File: config.mk
export PLATFORM = sky130hd
export DESIGN_NAME = pr_edge_issue_ctrl
export DESIGN_NICKNAME = d
export VERILOG_FILES = /design/src/rtl/pr_edge_issue_ctrl_pkg.sv /design/src/rtl/pr_credit_counter.sv /design/src/rtl/pr_edge_issue_ctrl.sv
export SDC_FILE = /design/constraint.sdc
export NUM_CORES = 1
export LEC_CHECK = 0
export BUFFER_PORTS_ARGS = -buffer_cell sky130_fd_sc_hd__buf_2
export CELL_PAD_IN_SITES_DETAIL_PLACEMENT = 0
export CELL_PAD_IN_SITES_GLOBAL_PLACEMENT = 1
export CORE_AREA = 8 8 231 233
export CTS_CLUSTER_SIZE = 28
export DETAILED_ROUTE_END_ITERATION = 6
export DIE_AREA = 0 0 239 241
export PLACE_DENSITY = 0.77
export SLEW_MARGIN = 20
export SYNTH_ARGS = -nofsm -noshare
export SYNTH_HDL_FRONTEND = slang
export SYNTH_SLANG_ARGS = --single-unit
File: constraint.sdc
create_clock -name clk -period 6.2 [get_ports clk]
set_input_delay 0 -clock clk [delete_from_list [all_inputs] [get_ports clk]]
set_output_delay 0 -clock clk [all_outputs]
set_load 0.01 [all_outputs]
File: src/rtl/pr_edge_issue_ctrl_pkg.sv
// Shared widths, credit depth and FSM encoding for the PageRank edge issue controller.
package pr_edge_issue_ctrl_pkg;

   localparam int EDGE_PIPE_NUM             = 4;
   localparam int VERTEX_BRAM_DWIDTH        = 32;
   localparam int VERTEX_BRAM_DEGREE_DWIDTH = 32;
   localparam int TOT_EDGE_MASK_WIDTH       = 4;
   localparam int TOT_ACC_ID_WIDTH          = 8;
   localparam int CREDIT_NUM                = 16;
   localparam int CNT_WIDTH                 = 32;

   localparam int SRC_P_W  = VERTEX_BRAM_DWIDTH * EDGE_PIPE_NUM;
   localparam int DEGREE_W = VERTEX_BRAM_DEGREE_DWIDTH * EDGE_PIPE_NUM;

   typedef enum logic [1:0] {
      ST_IDLE  = 2'd0,
      ST_ISSUE = 2'd1,
      ST_DRAIN = 2'd2,
      ST_DONE  = 2'd3
   } issue_state_e;

   // Counter width able to hold the value n itself (credits start full).
   function automatic int count_width(input int n);
      return $clog2(n + 1);
   endfunction

endpackage

File: src/rtl/pr_credit_counter.sv
// Up/down credit counter: starts full, inc returns a credit, dec consumes one.
module pr_credit_counter #(
   parameter int MAX = 16,
   parameter int W   = $clog2(MAX + 1)
) (
   input  logic         clk,
   input  logic         rst_n,
   input  logic         inc_i,
   input  logic         dec_i,
   output logic [W-1:0] count_o,
   output logic         zero_o,
   output logic         full_o,
   output logic         ovf_o
);

   logic [W-1:0] count_q;
   logic [W-1:0] count_d;
   logic         inc_eff;
   logic         dec_eff;

   assign zero_o  = (count_q == '0);
   assign full_o  = (count_q == W'(MAX));
   // A return while already full has no matching entry downstream: drop it and flag.
   assign ovf_o   = inc_i && full_o;
   assign inc_eff = inc_i && !full_o;
   assign dec_eff = dec_i && !zero_o;
   assign count_o = count_q;

   always_comb begin
      count_d = count_q;
      if (inc_eff && !dec_eff) begin
         count_d = count_q + W'(1);
      end else if (dec_eff && !inc_eff) begin
         count_d = count_q - W'(1);
      end
   end

   always_ff @(posedge clk or negedge rst_n) begin
      if (!rst_n) begin
         count_q <= W'(MAX);
      end else begin
         count_q <= count_d;
      end
   end

endmodule

File: src/rtl/pr_edge_issue_ctrl.sv
// Issue controller: meters edge batches into edge_process under downstream FIFO credits
// and reports iteration completion once every issued batch has retired.
module pr_edge_issue_ctrl
   import pr_edge_issue_ctrl_pkg::*;
#(
   parameter int CREDITS = CREDIT_NUM
) (
   input  logic                           clk,
   input  logic                           rst_n,
   input  logic                           start,
   input  logic [CNT_WIDTH-1:0]           edge_num,
   input  logic                           s_valid,
   output logic                           s_ready,
   input  logic [SRC_P_W-1:0]             s_src_p,
   input  logic [DEGREE_W-1:0]            s_degree,
   input  logic [TOT_EDGE_MASK_WIDTH-1:0] s_mask,
   input  logic [TOT_ACC_ID_WIDTH-1:0]    s_acc_id,
   output logic [SRC_P_W-1:0]             ep_src_p,
   output logic [DEGREE_W-1:0]            ep_degree,
   output logic [TOT_EDGE_MASK_WIDTH-1:0] ep_src_p_mask,
   output logic [TOT_ACC_ID_WIDTH-1:0]    ep_tot_acc_id,
   output logic                           ep_src_p_valid,
   input  logic                           ep_ret_valid,
   input  logic                           credit_return,
   output logic                           busy,
   output logic                           done,
   output logic [CNT_WIDTH-1:0]           issued_cnt,
   output logic                           err,
   output issue_state_e                   dbg_state_o
);

   localparam int CW = count_width(CREDITS);

   // Upstream handshake: a batch moves when s_valid && s_ready at a rising edge;
   // while s_ready is low the fetch stage must hold s_valid and the batch stable.

   issue_state_e            state_q;
   logic [CNT_WIDTH-1:0]    edge_num_q;
   logic [CNT_WIDTH-1:0]    issued_q;
   logic [CNT_WIDTH-1:0]    retired_q;
   logic                    done_q;
   logic                    err_q;

   logic [CW-1:0]           credits;
   logic                    credit_zero;
   logic                    credit_full;
   logic                    credit_ovf;

   logic                    issue_ok;
   logic                    fire;
   logic                    last_fire;
   logic                    ret_in_iter;
   logic                    ret_overrun;
   logic                    ret_count;
   logic                    last_ret;
   logic                    ret_stray;

   pr_credit_counter #(
      .MAX (CREDITS),
      .W   (CW)
   ) u_credit (
      .clk     (clk),
      .rst_n   (rst_n),
      .inc_i   (credit_return),
      .dec_i   (fire),
      .count_o (credits),
      .zero_o  (credit_zero),
      .full_o  (credit_full),
      .ovf_o   (credit_ovf)
   );

   assign issue_ok    = (state_q == ST_ISSUE) && !credit_zero && (issued_q < edge_num_q);
   assign fire        = s_valid && issue_ok;
   assign last_fire   = fire && ((issued_q + CNT_WIDTH'(1)) == edge_num_q);

   assign ret_in_iter = ep_ret_valid && ((state_q == ST_ISSUE) || (state_q == ST_DRAIN));
   assign ret_overrun = ret_in_iter && (retired_q == edge_num_q);
   assign ret_count   = ret_in_iter && !ret_overrun;
   assign last_ret    = ret_count && ((retired_q + CNT_WIDTH'(1)) == edge_num_q);
   assign ret_stray   = ep_ret_valid && ((state_q == ST_IDLE) || (state_q == ST_DONE));

   always_ff @(posedge clk or negedge rst_n) begin
      if (!rst_n) begin
         state_q    <= ST_IDLE;
         edge_num_q <= '0;
         issued_q   <= '0;
         retired_q  <= '0;
         done_q     <= 1'b0;
      end else begin
         done_q <= 1'b0;
         if (fire) begin
            issued_q <= issued_q + CNT_WIDTH'(1);
         end
         if (ret_count) begin
            retired_q <= retired_q + CNT_WIDTH'(1);
         end
         case (state_q)
            ST_IDLE: begin
               if (start) begin
                  edge_num_q <= edge_num;
                  issued_q   <= '0;
                  retired_q  <= '0;
                  if (edge_num == '0) begin
                     state_q <= ST_DONE;
                     done_q  <= 1'b1;
                  end else begin
                     state_q <= ST_ISSUE;
                  end
               end
            end
            ST_ISSUE: begin
               if (last_fire) begin
                  state_q <= ST_DRAIN;
               end
            end
            ST_DRAIN: begin
               // Done is raised in the cycle right after the final retire is seen.
               if (last_ret || (retired_q == edge_num_q)) begin
                  state_q <= ST_DONE;
                  done_q  <= 1'b1;
               end
            end
            ST_DONE: begin
               state_q <= ST_IDLE;
            end
            default: begin
               state_q <= ST_IDLE;
            end
         endcase
      end
   end

   // Idle cycles present zero data and an all-ones accumulator id to edge_process.
   always_ff @(posedge clk or negedge rst_n) begin
      if (!rst_n) begin
         ep_src_p       <= '0;
         ep_degree      <= '0;
         ep_src_p_mask  <= '0;
         ep_tot_acc_id  <= '1;
         ep_src_p_valid <= 1'b0;
      end else if (fire) begin
         ep_src_p       <= s_src_p;
         ep_degree      <= s_degree;
         ep_src_p_mask  <= s_mask;
         ep_tot_acc_id  <= s_acc_id;
         ep_src_p_valid <= 1'b1;
      end else begin
         ep_src_p       <= '0;
         ep_degree      <= '0;
         ep_src_p_mask  <= '0;
         ep_tot_acc_id  <= '1;
         ep_src_p_valid <= 1'b0;
      end
   end

   always_ff @(posedge clk or negedge rst_n) begin
      if (!rst_n) begin
         err_q <= 1'b0;
      end else if (credit_ovf || ret_overrun || ret_stray) begin
         err_q <= 1'b1;
      end
   end

   assign s_ready     = issue_ok;
   assign busy        = (state_q != ST_IDLE);
   assign done        = done_q;
   assign issued_cnt  = issued_q;
   assign err         = err_q;
   assign dbg_state_o = state_q;

   logic unused_ok;
   assign unused_ok = credit_full ^ (|credits);

endmodule

**After elaboration in Yosys (flattened, before gate mapping)**

Cells that the tools add are included.

- Register bits: 374
- Bits of input ports: 306
- Logic and storage cells: 80

- $add $sub $neg: 4
- Magnitude comparators: 1
- Eq/ne operators: 10
- Multiplexer cells: 22
- Reduce and logical (&&, ||, !) cells: 31

Operators with widths:

| operator | count |
|---|---|
| 128-bit 2-to-1 mux | 2 |
| 32-bit 2-to-1 mux | 6 |
| 32-bit == test | 3 |
| 32-bit by 1-bit adder with 32-bit output (second input constant) | 2 |
| 32-bit zero test | 1 |
| 32-bit < comparator | 1 |
| 1-bit logical AND | 14 |
| 5-bit 2-to-1 mux | 2 |
| 2-bit 2-to-1 mux | 4 |
| 8-bit 2-to-1 mux | 1 |
| 2-bit one-hot mux with 4 select lines | 1 |
| 5-bit by 1-bit adder with 5-bit output (second input constant) | 1 |
| 5-bit == test (second input constant) | 1 |
| 1-bit zero test | 5 |
| 5-bit zero test | 1 |
| 1-bit logical OR | 5 |
| 5-bit by 1-bit subtractor with 5-bit output (second input constant) | 1 |
| 2-bit == test (second input constant) | 2 |
| 1-bit 2-to-1 mux | 4 |
| 4-bit 2-to-1 mux | 1 |
| 2-bit inequality test (second input constant) | 2 |
| 2-bit nonzero test | 2 |
| 3-bit AND reduction | 1 |
| 2-bit by 1-bit == test with 1-bit output (second input constant) | 1 |
| 4 further kinds | 4 |

**Longest topological paths before layout**

Gate-level depths: netlist (run 1).

- Depth after elaboration: 10
- Depth in mapped cells: 18

**Cells and area by module**

Synthesis (run 1) repeated with hierarchy kept, for this count alone.

- Cell total of the unflattened synthesis: 1506
- Area, all modules: 16419.5 um^2

By module, submodules not included:

| module | times used | cells each | area each (um^2) |
|---|---|---|---|
| pr_edge_issue_ctrl | 1 | 1461 | 15996.6 |
| pr_credit_counter | 1 | 45 | 422.9 |

**Least setup slack after synthesis (run 1)**

Ideal clock, no wire load.

- Kind: reg-to-reg
- Start: register issued_q[5], in the netlist issued_cnt[5]
- End: register u_credit.count_q[4], in the netlist u_credit.count_o[4]
- Library setup time: 0.083 ns
- Data arrival time: 3.694 ns
- Data required time: 6.117 ns
- Slack: 2.423 ns
- Stages on the path, launching flop included: 17
- Buffers on the path: 1
- Clock period less this slack: 3.777 ns
- Cells stage by stage: dfrtp_1 -> ha_1 -> a41oi_1 -> o21ai_1 -> a221o_1 -> or3_1 -> a211oi_1 -> inv_2 -> clkbuf_1 -> ha_1 -> inv_1 -> ha_1 -> a21o_1 -> a21oi_1 -> xnor2_1 -> nor2_1 -> xor2_1

- Longest elaborated chain between the ends: 7
- Elaborated cells on any way between the ends: 9

Ends and longest elaborated chain:

| item | line | text |
|---|---|---|
| start, declared | pr_edge_issue_ctrl.sv:39 | `logic [CNT_WIDTH-1:0] issued_q;` |
| start signal, assigned | pr_edge_issue_ctrl.sv:92 | `issued_q <= issued_q + CNT_WIDTH'(1);` |
| 32-bit < comparator * | pr_edge_issue_ctrl.sv:72 | `assign issue_ok = (state_q == ST_ISSUE) && !credit_zero && (issued_q < edge_num_q);` |
| 1-bit logical AND * | pr_edge_issue_ctrl.sv:72 |  |
| 1-bit logical AND * | pr_edge_issue_ctrl.sv:73 | `assign fire = s_valid && issue_ok;` |
| 1-bit logical AND * | pr_credit_counter.sv:26 | `assign dec_eff = dec_i && !zero_o;` |
| 1-bit zero test | pr_credit_counter.sv:31 | `if (inc_eff && !dec_eff) begin` |
| 1-bit logical AND | pr_credit_counter.sv:31 |  |
| 5-bit 2-to-1 mux or 2-bit nonzero test (tied branches) | n/a |  |
| end signal, assigned | pr_credit_counter.sv:40 | `count_q <= W'(MAX);` |
| end signal, assigned | pr_credit_counter.sv:42 | `count_q <= count_d;` |
| end, declared | pr_credit_counter.sv:16 | `logic [W-1:0] count_q;` |

Mark *: on every way between the ends. The rest lies on a longest branch, timed or not.
A chain may end at the register's enable or synchronous reset.

**Final worst setup path (run 1)**

- Start: register issued_q[6], in the netlist issued_cnt[6]
- End: register u_credit.count_q[4], in the netlist u_credit.count_o[4]

The elaborated chain is that of the path after synthesis.

==> impl_metrics.py, run 1 <==
metrics = {
    "critical_path": {
        "reg2reg_depth": 15,
        "endpoint_kind": "flop",
        "critPathLaunchType": "flop",
        "crit_fanout": 14,
        "cpMostUsedCell": "ha_1",
        "arrival_ns": 4.39,
        "path_class": "reg2reg",
        "crit_chain": "ha_1, a41oi_1, o21ai_1, a221o_1, or3_1, a211oi_4, inv_2, ha_1, inv_1, ha_1, a21o_1, a21oi_1, xnor2_1, nor2_1, xor2_1",
        "max_stage_delay_ns": 0.45,
        "r2r-start": "issued_cnt[6]",
        "cp_num_buf_inv": 2,
        "worst-r2r-setup-slack_ns": 2.31,
        "path_delay_family": "compound AO/OA/AOI/OAI gates",
        "reg2reg_to": "u_credit.count_o[4]",
        "critPathRequiredTime_ns": 6.70,
        "crit_slowest_cell": "dfrtp_1",
    },
    "sta": {
        "rsz0062_at_grt": "no",
        "clock.fmax_ghz": 0.257,
        "fin_crit_ns": 3.89,
        "drv_slew": 0,
        "post-route-period-util_pct": 62.7,
        "skew_ns": 0.0192,
        "max_slew_margin_pct": 15.7,
        "fin_setup_tns_ns": 0,
        "hold_violations": 0,
        "max_slew.worst_pin.slew_ns": 1.26,
        "setup-violations-final": 0,
    },
    "clock_tree": {
        "cts_tree": "done",
        "root_buffer": "clkbuf_16",
        "cts-resized-gates": 0,
        "cts_setup_buffers": 0,
        "cts_made_buffers": 44,
        "insertion_delay_ns": 0.58,
        "clk_path_buf_depth": 3,
        "clk_pin_slew_ns": 0.06,
        "clock_sink_count": 374,
        "htreeDepth": 2,
        "ctsHoldBuffers": 303,
    },
    "power": {
        "power_density_mw_per_mm2": 353,
        "ir_drop_uv": 260,
        "leakagePower_uw": 0.0125,
    },
    "global_routing": {
        "first_global_vias": 16424,
        "grt_overflow": 0,
        "grt_pass1_wl_mm": 108,
        "grt_max_degree": 284,
        "antenna_found_initial": 17,
        "grtUsageTotal_pct": 25.2,
    },
    "synth": {
        "synthArstFlopShare_pct": 100,
        "syn_inst": 1514,
        "seq_area_frac_synth_pct": 56.9,
        "synth_edf_count": 0,
        "syn_nets": 1862,
        "ys_seq_elements": 374,
        "synth_cell_types": 77,
        "synth_common_cells": "365 x dfrtp_1, 262 x and2_1, 108 x nor2_1, 101 x nand2_1, 89 x xnor2_1",
        "syn_area_mm2": 0.0165,
        "yosys-top-cells-area": "dfrtp_1 55%, and2_1 10%, xnor2_1 4.7%",
        "yosysWarnings": 0,
        "netlist.area_leader.share_pct": 55.5,
        "synth_top_area_cell": "dfrtp_1",
        "synth_most_common_cell": "dfrtp_1",
        "syn_avg_cell_area_um2": 10.9,
        "synth_flop_cell": "dfrtp_1",
    },
    "die": {
        "pin_count": 613,
        "coreArea_mm2": 0.0497,
        "die_h_um": 241,
        "rows": 82,
        "die_w_um": 239,
        "start_util_pct": 33.2,
        "dieArea_mm2": 0.0576,
    },
    "finish": {
        "area.growth.synth_to_final_pct": 49.9,
        "fillers": 4539,
        "final_net_count": 2745,
        "drive_gt1_share_pct": 29.8,
        "fin_area_mm2": 0.0247,
    },
    "place": {
        "placed_cell_area_mm2": 0.0201,
        "dp_hpwl_mm": 54.8,
        "place_congestion": 1.01,
        "portBuffers": 612,
    },
    "flow_run": {
        "drv_cap": 0,
    },
    "detailed_routing": {
        "drcViolationCount": 0,
        "post_drt_wl_per_cell_um": 23.9,
        "wirelength_mm": 74.4,
        "drt-initial-drc-count": 1114,
        "drtPass1Iterations": 5,
        "vias_per_cell": 4.84,
        "antenna_left": 0,
        "vias": 15079,
    },
    "outcome": {
        "status": "complete, no violations",
    },
    "min_path": {
        "hp-class": "in2async",
    },
}
## layer usage
| metal | global-route usage [%] | vias up | part of all wire, % | routed length [µm] |
|---|---|---|---|---|
| met5 | 0 | - | 0.016 | 12 |
| met4 | 8.53 | 2 | 3.4 | 2550 |
| met1 | 28.8 | 7525 | 37 | 27500 |
| li1 | - | 6806 | - | - |
| met2 | 43.8 | 607 | 51 | 37700 |
| met3 | 8.73 | 139 | 8.8 | 6580 |
## registers in the layout, summed over array words and instances, names as in the netlist
signal and cells:
edge_num_q 32, err 1, issued_cnt 32, ep_degree 128, ep_src_p 128, ep_tot_acc_id 8, ep_src_p_mask 4, dbg_state_o 2
ep_src_p_valid 1, done 1, u_credit.count_o 5, retired_q 32
## report_power, final
part	leakage, µW	internal, µW	switching, µW	total [µW]
sequential	0.00503	2890	323	3220
clock	0.000746	1670	1120	2780
combinational	0.00668	1090	1620	2710
## metrics by stage
stage | power (µW) | cells | hold WS [ns] | worst slack, ns | utilization, %
6_report | 8710 | 3113 | 0.0662 | 2.31 | 49.7
5_1_grt | 9150 | 3111 | 0.131 | 1.97 | 49.7
4_1_cts | 8760 | 3104 | 0.109 | 2.08 | 49.7
3_5_place_dp | 5770 | 2720 | 0.128 | 2.10 | 40.4
3_3_place_gp | 5740 | 2720 | 0.114 | 2.22 | 40.4
2_1_floorplan | 4610 | 1514 | -0.296 | 2.42 | -
## worst register-to-register path: stages, from the launching register on
cell and delay [ns]:
dfrtp_1 0.45, ha_1 0.37, a41oi_1 0.21, o21ai_1 0.11, a221o_1 0.32, or3_1 0.42
a211oi_4 0.32, inv_2 0.21, ha_1 0.27, inv_1 0.14, ha_1 0.29, a21o_1 0.19
a21oi_1 0.16, xnor2_1 0.08, nor2_1 0.11, xor2_1 0.17
## layout make-up
type | instances | area, µm² | area share (%)
sequential | 374 | 9370 | 38.0
multi-input combinational | 1009 | 6560 | 26.6
timing repair buffer | 921 | 6180 | 25.0
clock buffer | 55 | 1190 | 4.83
tap | 672 | 841 | 3.41
clock inverter | 26 | 347 | 1.40
inverter | 47 | 176 | 0.715
antenna | 9 | 22.5 | 0.0913
## how the worst max path moves through the flow
stage / cells past startpoint / to / slack [ns] / startpoint
2_1_floorplan: 16 / u_credit.count_o[4] / 2.42 / issued_cnt[5]
3_3_place_gp: 11 / dbg_state_o[1] / 2.22 / issued_cnt[5]
3_5_place_dp: 11 / dbg_state_o[1] / 2.10 / issued_cnt[6]
4_1_cts: 11 / dbg_state_o[1] / 2.08 / issued_cnt[6]
5_1_grt: 12 / dbg_state_o[1] / 1.97 / edge_num_q[6]
6_report: 15 / u_credit.count_o[4] / 2.31 / issued_cnt[6]
## placed cells by master (no fill, tap or decap), drive strengths merged, types with 15 or more instances in the layout
cell type / count
dlygate4sd3: 303
o21ai: 52
nor2: 108
a21oi: 23
nor4: 24
nor3: 22
inv: 50
nand3: 37
buf: 618
xnor2: 89
clkbuf: 55
ha: 41
nand2: 102
nand4: 46
and3: 15
and2: 264
dfrtp: 365
xor2: 62
## kinds of logic (layout without fill, tap and decap cells)
family	count (synthesis)	in the layout	synth area share, %
simple gates	669	669	22.3
mux	5	5	0.319
flops	374	374	56.9
xor+xnor	151	151	8.03
compound gates	142	142	5.75
fa+ha+maj	42	42	3.24
buf+inv	131	1049	3.42
other cells	0	9	0
No activity file was read; power rests on OpenSTA's default activity.
==> inputs of run 2 (changes only) <==
CORE_AREA = 8 8 233 235   (was 8 8 231 233)
DIE_AREA = 0 0 241 243   (was 0 0 239 241)
PLACE_DENSITY = 0.76   (was 0.77)
clock period = 3.9 ns   (was 6.2 ns; I/O delays follow)
==> run 2 against run 1 <==
Net effect: critical endpoint unchanged; sequential power rose by 57%; total power is 58% higher; hold slack gained 0.0040 ns; core utilization is 0.39 points lower; largest cell class unchanged; clock-buffer cell count up 2; global-route usage decreased by 0.23 points; via count rose by 1.7%.
==> impl_metrics.py, run 2 (synthesis gave the netlist of run 1 again) <==
metrics = {
    "outcome": {
        "status": "complete, no violations",
    },
    "critical_path": {
        "crit_chain": "inv_1, ha_1, a41oi_1, o21ai_1, a221o_1, or3_1, a211oi_4, inv_2, ha_1, inv_1, ha_1, a21o_1, a21oi_1, xnor2_1, nor2_1, xor2_1",
        "path_class": "reg2reg",
        "arrival_ns": 4.15,
        "worst-r2r-setup-slack_ns": 0.25,
        "critPathLaunchType": "flop",
        "cpMostUsedCell": "ha_1",
        "cp_num_buf_inv": 3,
        "max_stage_delay_ns": 0.41,
        "endpoint_kind": "flop",
        "crit_slowest_cell": "or3_1",
        "critPathRequiredTime_ns": 4.40,
        "crit_fanout": 4,
        "path_delay_family": "compound AO/OA/AOI/OAI gates",
    },
    "sta": {
        "max_slew_margin_pct": 39.6,
        "skew_ns": 0.0207,
        "clock.fmax_ghz": 0.274,
        "fin_crit_ns": 3.65,
        "fin_setup_tns_ns": 0,
        "post-route-period-util_pct": 93.7,
        "rsz0062_at_grt": "no",
        "max_slew.worst_pin.slew_ns": 0.906,
        "holdWs_ns": 0.0702,
        "finalWorstSetupSlack_ns": 0.248,
        "drv_slew": 0,
        "setup-violations-final": 0,
        "hold_violations": 0,
    },
    "finish": {
        "final_common_cell": "buf_2",
        "final_cell_mix": "611 x buf_2, 364 x dfrtp_1, 303 x dlygate4sd3_1",
        "fin_util_pct": 49.3,
        "drive_gt1_share_pct": 31.2,
        "final_net_count": 2790,
        "reg_top3": "ep_degree x128, ep_src_p x128",
        "area.growth.synth_to_final_pct": 51.8,
    },
    "min_path": {
        "hp-class": "in2async",
    },
    "clock_tree": {
        "cts_tree": "done",
        "clk_pin_slew_ns": 0.06,
        "cts_setup_buffers": 0,
        "root_buffer": "clkbuf_16",
        "clk_path_buf_depth": 3,
        "htreeDepth": 2,
        "insertion_delay_ns": 0.58,
        "cts_made_buffers": 44,
        "clock_sink_count": 374,
    },
    "die": {
        "start_util_pct": 32.5,
        "coreArea_mm2": 0.0507,
        "pin_count": 613,
        "die_w_um": 241,
        "dieArea_mm2": 0.0586,
        "rows": 83,
        "die_h_um": 243,
    },
    "global_routing": {
        "antenna_found_initial": 13,
        "first_global_vias": 16627,
        "grt_overflow": 0,
        "grt_max_degree": 189,
        "grtUsageTotal_pct": 25.0,
        "grt_pass1_wl_mm": 110,
    },
    "place": {
        "portBuffers": 612,
        "pre_cts_slack_ns": 0.246,
        "dp_hpwl_mm": 55.9,
        "place_congestion": 0.962,
    },
    "detailed_routing": {
        "drt-initial-drc-count": 998,
        "drcViolationCount": 0,
        "vias_per_cell": 4.84,
        "vias": 15338,
        "drtPass1Iterations": 5,
        "antenna_left": 0,
        "wirelength_mm": 74.6,
        "post_drt_wl_per_cell_um": 23.5,
    },
    "flow_run": {
        "drv_cap": 0,
    },
    "power": {
        "power_density_mw_per_mm2": 550,
        "leakagePower_uw": 0.0127,
        "ir_drop_uv": 413,
    },
}
-- run 2: changes by cell type in the layout (fill, tap and decap cells not counted), moves of 2 or more --
cell	before	now
buf_4	4	46
bufinv_16	7	2
clkbuf_8	5	9
clkinv_4	1	5
buf_12	2	5
diode_2	9	12
clkbuf_1	6	4
-- run 2: per-layer routing --
| metal | vias up | global-route usage [%] | routed length [µm] |
|---|---|---|---|
| met2 | 648 | 43.2 | 37600 |
| met4 | 4 | 8.51 | 2710 |
| met5 | - | 0 | 26 |
| li1 | 6894 | - | - |
| met3 | 145 | 7.94 | 6870 |
| met1 | 7647 | 28.8 | 27400 |
-- run 2: path summary, 6_finish.rpt --
check / end / startpoint / cells after the start
setup / recovery: u_credit.count_o[4] / edge_num_q[6] / 16
hold / removal: edge_num_q[0] / rst_n / 2
setup reg to reg: u_credit.count_o[4] / edge_num_q[6] / 16
hold reg to reg: err / err / 1
max in group asynchronous: ep_src_p[63] / rst_n / 3
min in group clk: issued_cnt[19] / s_valid / 7
-- run 2: through the flow --
stage,std cells,power [µW],cell area [µm²]
2_1_floorplan,1514,7330,16500
3_3_place_gp,2773,9300,20500
3_5_place_dp,2773,9330,20500
4_1_cts,3156,13800,25000
5_1_grt,3166,14400,25000
6_report,3168,13700,25000
-- run 2: report_power, final --
part           switching [µW]  internal, µW
clock network            1750          2400
logic                    2690          1850
registers                 450          4600
-- run 2: cell type report --
cell class	count	area (µm²)
inverters	47	176
diodes	12	30.0
well taps	680	851
multi-input cells	1009	6560
flip-flops and latches	374	9370
clock buffers	57	1240
repair buffers	966	6550
fillers	4662	25700
clock inverters	23	216
-- run 2: repair_timing --
item                                   4_1_cts  5_1_grt
resized for setup                            0        1
endpoints found under the hold margin      394        0
hold buffers                               303        0
setup endpoints to repair                    0        1
==> inputs of run 3 (changes only) <==
CELL_PAD_IN_SITES_DETAIL_PLACEMENT = unset   (was 0)
CELL_PAD_IN_SITES_GLOBAL_PLACEMENT = unset   (was 1)
CTS_CLUSTER_SIZE = 20   (was 28)
PLACE_DENSITY = 0.61   (was 0.76)
==> run 3 against run 2 <==
Net effect: sequential share of layout area is essentially flat; global-route usage down 0.56 points; clock skew fell by 0.011 ns; wire length decreased by 1.9%; die area is the same; highest routed layer unchanged.
==> impl_metrics.py, run 3 (synthesis gave the netlist of run 1 again) <==
metrics = {
    "outcome": {
        "status": "complete, no violations",
    },
    "detailed_routing": {
        "antenna_left": 0,
        "drcViolationCount": 0,
        "vias_per_cell": 4.84,
        "wirelength_mm": 73.2,
        "drtPass1Iterations": 5,
        "vias": 15266,
        "drt-initial-drc-count": 1033,
        "post_drt_wl_per_cell_um": 23.2,
    },
    "critical_path": {
        "arrival_ns": 4.10,
        "critPathLaunchType": "flop",
        "endpoint_kind": "flop",
        "critPathRequiredTime_ns": 4.39,
        "crit_fanout": 4,
        "worst-r2r-setup-slack_ns": 0.29,
        "path_class": "reg2reg",
    },
    "power": {
        "finalPower_uw": 13900,
        "combPwrFrac_pct": 32.1,
        "switchingPower_uw": 4870,
        "seq_power_share_pct": 36.6,
        "leakagePower_uw": 0.0126,
        "power_density_mw_per_mm2": 557,
        "internal_power_uw": 9040,
        "ir_drop_uv": 401,
        "p_clk_share_pct": 31.3,
        "swShare_pct": 35.0,
    },
    "place": {
        "pre_cts_slack_ns": 0.306,
        "portBuffers": 612,
        "dp_hpwl_mm": 54.8,
        "place_congestion": 1.01,
    },
    "finish": {
        "fin_util_pct": 49.3,
        "reg_top3": "ep_degree x128, ep_src_p x128",
        "drive_gt1_share_pct": 30.7,
        "final_common_cell": "buf_2",
        "area.growth.synth_to_final_pct": 51.6,
        "final_net_count": 2776,
        "final_cell_mix": "611 x buf_2, 365 x dfrtp_1, 303 x dlygate4sd3_1",
    },
    "clock_tree": {
        "htreeDepth": 2,
        "cts_tree": "done",
        "cts_made_buffers": 44,
        "cts-resized-gates": 0,
        "insertion_delay_ns": 0.56,
        "clock_sink_count": 374,
        "root_buffer": "clkbuf_16",
        "clk_pin_slew_ns": 0.06,
        "cts_setup_buffers": 0,
        "clk_path_buf_depth": 3,
        "ctsHoldBuffers": 303,
    },
    "die": {
        "start_util_pct": 32.5,
        "die_h_um": 243,
        "die_w_um": 241,
        "pin_count": 613,
        "rows": 83,
        "coreArea_mm2": 0.0507,
        "dieArea_mm2": 0.0586,
    },
    "sta": {
        "skew_ns": 0.00967,
        "drv_slew": 0,
        "setup-violations-final": 0,
        "rsz0062_at_grt": "no",
        "max_slew_margin_pct": 42.5,
        "fin_crit_ns": 3.61,
        "finalWorstSetupSlack_ns": 0.288,
        "clock.fmax_ghz": 0.277,
        "fin_setup_tns_ns": 0,
        "max_slew.worst_pin.slew_ns": 0.863,
        "hold_violations": 0,
        "post-route-period-util_pct": 92.6,
    },
    "global_routing": {
        "grtUsageTotal_pct": 24.4,
        "use_met3_pct": 6.84,
        "first_global_vias": 16589,
        "gr-usage-met2_pct": 43.9,
        "gr-usage-met1_pct": 27.7,
        "antenna_found_initial": 14,
        "grt_max_degree": 165,
        "grt_overflow": 0,
        "grt_pass1_wl_mm": 108,
        "grt_busiest_layer": "met2",
    },
    "flow_run": {
        "drv_cap": 0,
    },
    "min_path": {
        "hp-class": "in2async",
    },
}
-- run 3: cell types whose count changed in the layout (fill, tap and decap cells not counted), sizes merged --
| cell | before | now |
|---|---|---|
| buf | 663 | 649 |
| bufinv | 2 | 6 |
| clkbuf | 57 | 55 |
| clkinv | 14 | 8 |
| clkinvlp | 4 | 5 |
| diode | 12 | 15 |
| inv | 50 | 51 |
-- run 3: power by group through the flow --
| stage | clock (µW) | combinational, µW | sequential (µW) |
|---|---|---|---|
| after floorplan | 0 | 2050 | 5290 |
| after global placement | 0 | 4150 | 5090 |
| after detailed placement | 0 | 4170 | 5120 |
| after CTS | 4460 | 4450 | 5070 |
| after global routing | 4620 | 4820 | 5170 |
| final | 4350 | 4460 | 5090 |
-- run 3: through the flow --
step | hold slack (ns) | cell area [µm²] | std cells
2_1_floorplan | -0.296 | 16500 | 1514
3_3_place_gp | 0.148 | 20400 | 2759
3_5_place_dp | 0.156 | 20400 | 2759
4_1_cts | 0.0834 | 24900 | 3140
5_1_grt | 0.104 | 25000 | 3150
6_report | 0.113 | 25000 | 3155
-- run 3: critical path, stage by stage, from the launching register on --
cell,delay [ns]
dfrtp_1,0.40
inv_1,0.09
ha_1,0.31
a41oi_1,0.22
o21ai_1,0.10
a221o_1,0.31
or3_1,0.39
a211oi_4,0.30
inv_2,0.06
ha_1,0.20
inv_1,0.15
ha_1,0.29
a21o_1,0.19
a21oi_1,0.18
xnor2_1,0.14
nor2_1,0.07
xor2_1,0.14
-- run 3: path summary, 6_finish.rpt --
| check | depth (start not counted) | start | to |
|---|---|---|---|
| min in group clk | 3 | ep_ret_valid | err |
| min | 2 | rst_n | u_credit.count_o[2] |
| max in group asynchronous | 3 | rst_n | ep_degree[78] |
| min reg2reg | 1 | err | err |
| max | 16 | edge_num_q[6] | u_credit.count_o[4] |
| max reg2reg | 16 | edge_num_q[6] | u_credit.count_o[4] |
-- run 3: area by class of cell --
type | count | area (µm²)
clock inverter | 23 | 293
sequential | 374 | 9370
antenna | 15 | 37.5
fill | 4661 | 25700
tap | 680 | 851
multi-input combinational | 1009 | 6560
inverter | 47 | 176
clock buffer | 55 | 1220
timing repair buffer | 952 | 6460
-- run 3: routing by layer --
layer,vias up,part of all wire [%]
met5,-,0.019
met4,2,3.3
met3,133,7.6
met2,617,52
met1,7648,37
li1,6866,-
